`src/rtl/mem_port_arbiter_pkg.sv`:
```
// Shared requester ids, FSM encoding and helpers for mem_port_arbiter.
// Build option: MEM_PORT_ARB_RR_EN selects round-robin instead of fixed priority.
package mem_arb_pkg;

    localparam int N_REQ = 3;

    localparam logic [1:0] REQ_FETCH = 2'd0;
    localparam logic [1:0] REQ_DATA  = 2'd1;
    localparam logic [1:0] REQ_DBG   = 2'd2;

    typedef enum logic [1:0] {
        IDLE,
        ACCESS,
        WAIT,
        DONE
    } state_t;

    function automatic logic [1:0] nextId(input logic [1:0] id);
        return (id == REQ_DBG) ? REQ_FETCH : id + 2'd1;
    endfunction

    function automatic logic [N_REQ-1:0] idToOneHot(input logic [1:0] id);
        return N_REQ'(1) << id;
    endfunction

endpackage

```
`src/rtl/mem_port_arbiter_if.sv`:
```
// Requester handshake and memory-side bus of the arbiter; slave = arbiter side, master = requesters/memory.
interface mem_port_arbiter_if
    import mem_arb_pkg::*;
#(
    parameter int DATA_W = 16,
    parameter int ADDR_W = 16
);
    logic [N_REQ-1:0]        req;
    logic [N_REQ-1:0]        we;
    logic [N_REQ*ADDR_W-1:0] addr;
    logic [N_REQ*DATA_W-1:0] wdata;
    logic [N_REQ-1:0]        gnt;
    logic [N_REQ-1:0]        done;
    logic [DATA_W-1:0]       rdata;
    logic                    mem_en;
    logic                    mem_we;
    logic [ADDR_W-1:0]       mem_addr;
    logic [DATA_W-1:0]       mem_wdata;
    logic [DATA_W-1:0]       mem_rdata;
    logic                    busy;
    logic [1:0]              owner;

    modport slave (
        input  req, we, addr, wdata, mem_rdata,
        output gnt, done, rdata, mem_en, mem_we, mem_addr, mem_wdata, busy, owner
    );

    modport master (
        output req, we, addr, wdata, mem_rdata,
        input  gnt, done, rdata, mem_en, mem_we, mem_addr, mem_wdata, busy, owner
    );

endinterface

```
`src/rtl/mem_port_arbiter_pick.sv`:
```
// Combinational winner selection for mem_port_arbiter.
// MEM_PORT_ARB_RR_EN: round-robin from i_ptr; otherwise fixed priority 1 > 0 > 2.
module mem_arb_pick
    import mem_arb_pkg::*;
(
    input  logic [N_REQ-1:0] i_req,
`ifdef MEM_PORT_ARB_RR_EN
    input  logic [1:0]       i_ptr,
`endif
    output logic [1:0]       o_winner,
    output logic             o_valid
);

`ifdef MEM_PORT_ARB_RR_EN
    logic [1:0] w_cand0;
    logic [1:0] w_cand1;
    logic [1:0] w_cand2;

    assign w_cand0 = i_ptr;
    assign w_cand1 = nextId(w_cand0);
    assign w_cand2 = nextId(w_cand1);

    // Candidates are tested farthest-first so the one nearest the pointer overrides.
    always_comb begin
        o_winner = REQ_FETCH;
        o_valid  = |i_req;
        if (i_req[w_cand2]) o_winner = w_cand2;
        if (i_req[w_cand1]) o_winner = w_cand1;
        if (i_req[w_cand0]) o_winner = w_cand0;
    end
`else
    always_comb begin
        o_winner = REQ_FETCH;
        o_valid  = |i_req;
        if (i_req[REQ_DBG])   o_winner = REQ_DBG;
        if (i_req[REQ_FETCH]) o_winner = REQ_FETCH;
        if (i_req[REQ_DATA])  o_winner = REQ_DATA;
    end
`endif

endmodule

```
`src/rtl/mem_port_arbiter.sv`:
```
// Shares one single-port memory between fetch, load/store and debug with one access in flight.
// Build option: MEM_PORT_ARB_RR_EN enables round-robin arbitration (default fixed priority).
module mem_port_arbiter
    import mem_arb_pkg::*;
#(
    parameter int DATA_W  = 16,
    parameter int ADDR_W  = 16,
    parameter int MEM_LAT = 1
) (
    input  logic              clock,
    input  logic              reset_n,
    mem_port_arbiter_if.slave bus
);

    localparam logic [1:0] WAIT_LAST = (MEM_LAT > 1) ? 2'(MEM_LAT - 2) : 2'd0;

    state_t             r_state;
    state_t             w_next;
    logic [1:0]         r_owner;
    logic [1:0]         r_cnt;
    logic               r_we;
    logic [ADDR_W-1:0]  r_addr;
    logic [DATA_W-1:0]  r_wdata;
    logic [DATA_W-1:0]  r_rdata;
    logic [N_REQ-1:0]   r_done;
    logic [1:0]         w_winner;
    logic               w_valid;
    logic               w_launch;
    logic               w_access;
    logic               w_readDone;

`ifdef MEM_PORT_ARB_RR_EN
    logic [1:0] r_ptr;
`endif

    mem_arb_pick u_pick (
        .i_req    (bus.req),
`ifdef MEM_PORT_ARB_RR_EN
        .i_ptr    (r_ptr),
`endif
        .o_winner (w_winner),
        .o_valid  (w_valid)
    );

    always_comb begin
        w_next   = r_state;
        w_launch = 1'b0;
        case (r_state)
            IDLE, DONE: begin
                if (w_valid) begin
                    w_launch = 1'b1;
                    w_next   = ACCESS;
                end else begin
                    w_next = IDLE;
                end
            end
            ACCESS:  w_next = (MEM_LAT == 1) ? DONE : WAIT;
            WAIT:    if (r_cnt == WAIT_LAST) w_next = DONE;
            default: w_next = IDLE;
        endcase
    end

    always_ff @(posedge clock or negedge reset_n) begin
        if (!reset_n) begin
            r_state <= IDLE;
            r_owner <= REQ_FETCH;
            r_cnt   <= 2'd0;
            r_we    <= 1'b0;
            r_addr  <= '0;
            r_wdata <= '0;
            r_rdata <= '0;
            r_done  <= '0;
        end else begin
            r_state <= w_next;
            r_done  <= (w_next == DONE) ? idToOneHot(r_owner) : '0;
            r_cnt   <= (r_state == WAIT && r_cnt != WAIT_LAST) ? r_cnt + 2'd1 : 2'd0;
            if (w_launch) begin
                r_owner <= w_winner;
                r_we    <= bus.we[w_winner];
                r_addr  <= bus.addr[w_winner*ADDR_W +: ADDR_W];
                r_wdata <= bus.wdata[w_winner*DATA_W +: DATA_W];
            end
            if (w_readDone) r_rdata <= bus.mem_rdata;
        end
    end

`ifdef MEM_PORT_ARB_RR_EN
    always_ff @(posedge clock or negedge reset_n) begin
        if (!reset_n) begin
            r_ptr <= REQ_FETCH;
        end else if (r_state == ACCESS) begin
            r_ptr <= nextId(r_owner);
        end
    end
`endif

    assign w_access   = (r_state == ACCESS);
    assign w_readDone = (r_state == DONE) && !r_we;

    assign bus.gnt       = w_access ? idToOneHot(r_owner) : '0;
    assign bus.mem_en    = w_access;
    assign bus.mem_we    = w_access & r_we;
    assign bus.mem_addr  = w_access ? r_addr : '0;
    assign bus.mem_wdata = w_access ? r_wdata : '0;
    assign bus.done      = r_done;
    assign bus.busy      = (r_state != IDLE);
    assign bus.owner     = r_owner;
    // Memory data arrives in the done cycle itself, so it bypasses the hold register then.
    assign bus.rdata     = w_readDone ? bus.mem_rdata : r_rdata;

endmodule

```
`src/flat_wrapper.sv`:
```
// flat-port wrapper written by rule: the top's interface ports become plain ports
module mem_port_arbiter_flat import mem_arb_pkg::*;
#(
    parameter int DATA_W  = 16,
    parameter int ADDR_W  = 16,
    parameter int MEM_LAT = 1
)
  (clock, reset_n, bus_req, bus_we, bus_addr, bus_wdata, bus_mem_rdata, bus_gnt, bus_done, bus_rdata, bus_mem_en, bus_mem_we, bus_mem_addr, bus_mem_wdata, bus_busy, bus_owner);
  mem_port_arbiter_if #(.DATA_W(DATA_W), .ADDR_W(ADDR_W)) bus_i ();
  input  logic clock;
  input  logic reset_n;
  input wire logic [$bits(bus_i.req)-1:0] bus_req;
  input wire logic [$bits(bus_i.we)-1:0] bus_we;
  input wire logic [$bits(bus_i.addr)-1:0] bus_addr;
  input wire logic [$bits(bus_i.wdata)-1:0] bus_wdata;
  input wire logic [$bits(bus_i.mem_rdata)-1:0] bus_mem_rdata;
  output wire logic [$bits(bus_i.gnt)-1:0] bus_gnt;
  output wire logic [$bits(bus_i.done)-1:0] bus_done;
  output wire logic [$bits(bus_i.rdata)-1:0] bus_rdata;
  output wire logic [$bits(bus_i.mem_en)-1:0] bus_mem_en;
  output wire logic [$bits(bus_i.mem_we)-1:0] bus_mem_we;
  output wire logic [$bits(bus_i.mem_addr)-1:0] bus_mem_addr;
  output wire logic [$bits(bus_i.mem_wdata)-1:0] bus_mem_wdata;
  output wire logic [$bits(bus_i.busy)-1:0] bus_busy;
  output wire logic [$bits(bus_i.owner)-1:0] bus_owner;
  assign bus_i.req = bus_req;
  assign bus_i.we = bus_we;
  assign bus_i.addr = bus_addr;
  assign bus_i.wdata = bus_wdata;
  assign bus_i.mem_rdata = bus_mem_rdata;
  assign bus_gnt = bus_i.gnt;
  assign bus_done = bus_i.done;
  assign bus_rdata = bus_i.rdata;
  assign bus_mem_en = bus_i.mem_en;
  assign bus_mem_we = bus_i.mem_we;
  assign bus_mem_addr = bus_i.mem_addr;
  assign bus_mem_wdata = bus_i.mem_wdata;
  assign bus_busy = bus_i.busy;
  assign bus_owner = bus_i.owner;
  mem_port_arbiter #(.DATA_W(DATA_W), .ADDR_W(ADDR_W), .MEM_LAT(MEM_LAT)) u_core (.clock(clock), .reset_n(reset_n), .bus(bus_i));
endmodule
```
`config.mk`:
```
export PLATFORM = sky130hd
export DESIGN_NAME = mem_port_arbiter_flat
export DESIGN_NICKNAME = d
export VERILOG_FILES = /design/src/rtl/mem_port_arbiter_pkg.sv /design/src/rtl/mem_port_arbiter_if.sv /design/src/rtl/mem_port_arbiter_pick.sv /design/src/rtl/mem_port_arbiter.sv /design/src/flat_wrapper.sv
export SDC_FILE = /design/constraint.sdc
export NUM_CORES = 1
export LEC_CHECK = 0
export CORE_MARGIN = 1
export CORE_UTILIZATION = 40
export DETAILED_ROUTE_END_ITERATION = 8
export PLACE_DENSITY = 0.82
export SYNTH_ARGS = -nofsm -noshare
export SYNTH_HDL_FRONTEND = slang
export SYNTH_SLANG_ARGS = --single-unit
```
`constraint.sdc`:
```
create_clock -name clock -period 1.9 [get_ports clock]
set_input_delay 0.285 -clock clock [delete_from_list [all_inputs] [get_ports clock]]
set_output_delay 0.285 -clock clock [all_outputs]
set_load 0.02 [all_outputs]
```
# Word-level counts from Yosys, hierarchy flattened
# Cells that the tools add are included.
# classes
n_addsub	1
multipliers	0
div	0
order_cmp	1
eq_ne	4
shift	3
n_mux	16
n_bitwise	1
n_reduce_logical	9
# ops
op	n
$shiftx A48 B7 Y16	2
$mux W16	3
$mux W2	5
$eq A2 B2 Y1 const B	3
$mux W3	2
$pmux W2 S3	1
$logic_not A2 Y1	2
$mux W1	4
$reduce_bool A2 Y1	2
$lt A2 B3 Y1 const B	1
$reduce_or A3 Y1	1
$shl A1 B2 Y3 const A	1
$add A2 B1 Y2 const B	1
$bmux W1 S2	1
$eq A2 B1 Y1 const B	1
$logic_and A1 B1 Y1	2
$reduce_or A2 Y1	1
$and A1 B1 Y1	1
$logic_not A1 Y1	1
# totals
ff_bits	58
latch_bits	0
ram_bits	0
romBits	0
input_bits	120
output_inout_bits	59
wordCells	43
mem_count	0

# Depth between registers and ports, before layout
# depth
ltp_word	5
ltp_mapped	6
mapped_depth_nobuf	5

# Cells and area by module
# From an unflattened synthesis, not the netlist that was laid out.
# hier_totals
cells_unflattened	325
hier_area_um2	3223.1
# modules_own_cells
mod	n_inst	cells_per_inst	area_per_inst_um2	seq_area_each_um2
mem_port_arbiter	1	322	3201.8	1451.4
mem_arb_pick	1	3	21.3	0.0

# Worst setup path before layout
# No wires, ideal clock.
# synth_timing
kind	register to output
start	register u_core.r_state[0]
end	output bus_rdata[10]
arrival_ns	1.426
required_ns	1.615
setup_slack_ns	0.189
path_stages_with_launch	6
path_buffers	2
path_cell_list	dfrtp_1 > ha_1 > nand2b_1 > buf_2 > buf_2 > mux2_2
# synth_between
elab_chain_len	3
# synth_rtl
item	line_no	source
start: declaration	mem_port_arbiter.sv:17	state_t r_state;
start signal: assignment	mem_port_arbiter.sv:74	r_state <= w_next;
$eq A2 B2 Y1	mem_port_arbiter.sv:98	assign w_readDone = (r_state == DONE) && !r_we;
$logic_and A1 B1 Y1	mem_port_arbiter.sv:98	
$mux W16	mem_port_arbiter.sv:109	assign bus.rdata = w_readDone ? bus.mem_rdata : r_rdata;
end: declaration	flat_wrapper.sv:19	output wire logic [$bits(bus_i.rdata)-1:0] bus_rdata;
# Every way passes these cells.

# Worst setup path after layout
# layout_timing
start	register u_core.r_state[1]
end	output bus_rdata[8]
# Same word-level chain as after synthesis.

==> results.yml <==
die:
  die_x_um: 93.3
  fp.dieH_um: 93.3
  initial_core_util: 0.422
  rows: 32
  fp.dieArea_um2: 8700
  io_pins: 179
  coreArea_um2: 7890
timing:
  period_needed_ns: 2.04
  period_share: 1.07
  max_slew_margin: 0.581
  rsz0062_at_grt: "true"
  setup_ws_ns: -0.138
  finalSetupViolCount: 16
  hold_violations: 0
  slew_violations: 0
  tightest_slew_ns: 0.627
  fmax_ghz: 0.491
  fin_skew_ns: 0.0142
detailed_routing:
  wl_per_cell_um: 19.2
  ant_nets: 0
  drt-total-wl_um: 12200
  viasPerCell: 5.53
  drt_iter0_drc: 126
  drt_pass1_iterations: 4
  vias: 3505
  remaining_drc_errors: 0
setup_path:
  crit_required_ns: 1.62
  path_class: "reg2out"
  cp-start-kind: "flip-flop"
  critPathTopFamily: "flip-flops"
  crit_chain: "ha_4 > nand2b_4 > buf_12 > buf_4 > mux2_4 > buf_6"
  cp.depth: 6
  cp.arrival_ns: 1.75
  worstPathMaxFanout: 8
  endpoint_kind: "primary output"
  r2r_cells: 6
  cpPeakStageDelay_ns: 0.43
  crit_path_top_delay_cell: "dfrtp_1"
  cp_num_buf_inv: 3
clocking:
  clkSinkCount: 58
  insertion_delay_ns: 0.34
  htree_levels: 3
  cts_tree: "done"
  cts_root_buf: "clkbuf_8"
  cts_made_buffers: 9
  cts_buffer_depth: 2
  clk_pin_slew_ns: 0.07
power_and_ir_drop:
  power.leakage_nw: 2.66
  p_total_mw: 8.83
  p_per_area_nw_per_um2: 1590
  ir_drop_mv: 0.696
grt:
  antenna_found_initial: 0
  overflow: 0
  grt_pass1_vias: 3687
  grt_use_met1: 0.312
  grt_start_max_net_pins: 37
  top_usage_layer: "met2"
  met3_usage: 0.0967
  grt_use_met2: 0.510
  grt_first_pass_wirelength_um: 19000
  grt.total_usage: 0.288
final_layout:
  area_delta_synth_final_pct: 66.9
  n_fill_cell: 590
  layout.nets: 652
  n_antenna_cell: 0
  drive_gt1_frac: 0.239
  final_design_area_no_fill_um2: 5560
synth:
  avgSynthCellArea_um2: 9.85
  syn_nets: 463
  seq_area_frac_synth: 0.436
  ys_ff_latch: 58
  ys_types: 25
  post_synth_instance_area_um2: 3330
  synth_warnings: 0
  netlist_instances: 338
placement:
  dpl-instance-area_um2: 5270
  port_buffers: 178
  gp_congestion: 0.770
  dp_hpwl_um: 8110
  pre_cts_slack_ns: -0.146
flow_run:
  drv_cap: 0
status:
  run_status: "finished with violations"
  violations: "setup timing"
hold_path:
  hold_depth: 3
  holdCritPathClass: "in2reg"
[worst paths after layout]
check / startpoint / endpoint / slack [ns]
worst min-delay path: bus_req[1] / u_core.bus.owner[0] / 0.42
worst min register to register: u_core.r_cnt[0] / u_core.r_cnt[0] / 0.43
max in group asynchronous: reset_n / u_core.r_wdata[7] / 0.71
min in group asynchronous: reset_n / u_core.r_wdata[8] / 0.45
worst max-delay path: u_core.r_state[1] / bus_rdata[8] / -0.14
worst max register to register: u_core.r_state[0] / u_core.r_addr[9] / 0.16
[flip-flops by register name, indices dropped and copies added, names as in the netlist]
| name | flops |
|---|---|
| u_core.r_state | 2 |
| u_core.bus.done | 3 |
| u_core.r_wdata | 16 |
| u_core.r_cnt | 2 |
| u_core.r_addr | 16 |
| u_core.bus.owner | 2 |
| u_core.r_we | 1 |
| u_core.r_rdata | 16 |
[final cells by class]
cell class	count	area, um^2	area share
Inverter	40	150	0.0270
Clock inverter	4	25.0	0.00450
Timing Repair Buffer	213	1980	0.357
Clock buffer	12	165	0.0297
Multi-Input combinational cell	205	1660	0.298
Tap cell	102	128	0.0230
Sequential cell	58	1450	0.261
[cells by family after synthesis]
group / synth area share
AOI/OAI and AO/OA: 0.272
adders and majority gates: 0.0188
buffers and inverters: 0.0939
DFF: 0.436
muxes: 0.0541
and+or+nand+nor: 0.125
[layout by cell type, fill, tap and decap left out, types with 2 or more instances in the layout]
cell	instances
a211o_1	33
a221oi_1	33
a22o_1	33
and2_1	33
and3b_1	3
buf_12	5
buf_2	36
buf_4	25
buf_6	21
clkbuf_8	12
clkdlybuf4s50_1	121
clkinv_2	2
clkinvlp_4	2
dfrtp_1	58
ha_1	3
ha_4	2
inv_1	39
mux2_2	4
mux2_4	12
nand2_1	34
nor3b_1	3
o21ai_0	2
[tightest hold or removal path: cells and delay by family]
kind	cells	cell delay, ns
compound gates	1	0.08
buf+inv	2	0.34
[repair_timing]
item                       in CTS  in global routing
gates resized for setup       229                 39
cloned                          2                  0
pin swaps                       0                  1
setup endpoints to repair      54                 39
hold endpoints to repair       20                  0
hold buffers                    1                  0
buffers inserted                9                  4
[routing by layer]
metal / share of wire / vias up
met5: 0 / -
met4: 0.026 / 0
met2: 0.49 / 190
li1: - / 1593
met1: 0.38 / 1688
met3: 0.10 / 34
[where the power goes]
group	internal [mW]	switching, mW	total [mW]
clock	0.576	0.525	1.10
combinational	2.79	2.71	5.50
sequential	1.87	0.357	2.23
[per-stage QoR]
stage | instances | utilization | setup TNS (ns) | hold WS (ns)
final | 634 | 0.705 | -1.52 | 0.418
after global routing | 634 | 0.705 | -2.26 | 0.456
after CTS | 631 | 0.709 | -1.45 | 0.417
after detailed placement | 603 | 0.668 | -2.59 | 0.286
after global placement | 603 | 0.668 | -1.99 | 0.277
after floorplan | 338 | - | 0 | -0.0106
[cells in the mapped netlist]
master / count / area, um^2
inv_2: 1 / 3.75
a221oi_1: 33 / 289
nor2_1: 1 / 3.75
buf_2: 22 / 110
nor2b_1: 1 / 6.26
clkbuf_1: 12 / 45.0
nor2_2: 1 / 6.26
ha_1: 5 / 62.6
o21ai_0: 2 / 10.0
o22a_1: 1 / 8.76
nor3b_1: 4 / 30.0
o21a_1: 1 / 7.51
dfrtp_1: 58 / 1450
a211o_1: 33 / 289
inv_1: 39 / 146
a22o_1: 33 / 289
o21ai_1: 1 / 5.00
mux2_2: 16 / 180
buf_4: 1 / 7.51
nand2b_1: 1 / 6.26
nand2_1: 34 / 128
a21o_1: 1 / 7.51
and3b_1: 3 / 26.3
and2_1: 33 / 206
nor3_1: 1 / 5.00
(Power assumes the default switching activity.)
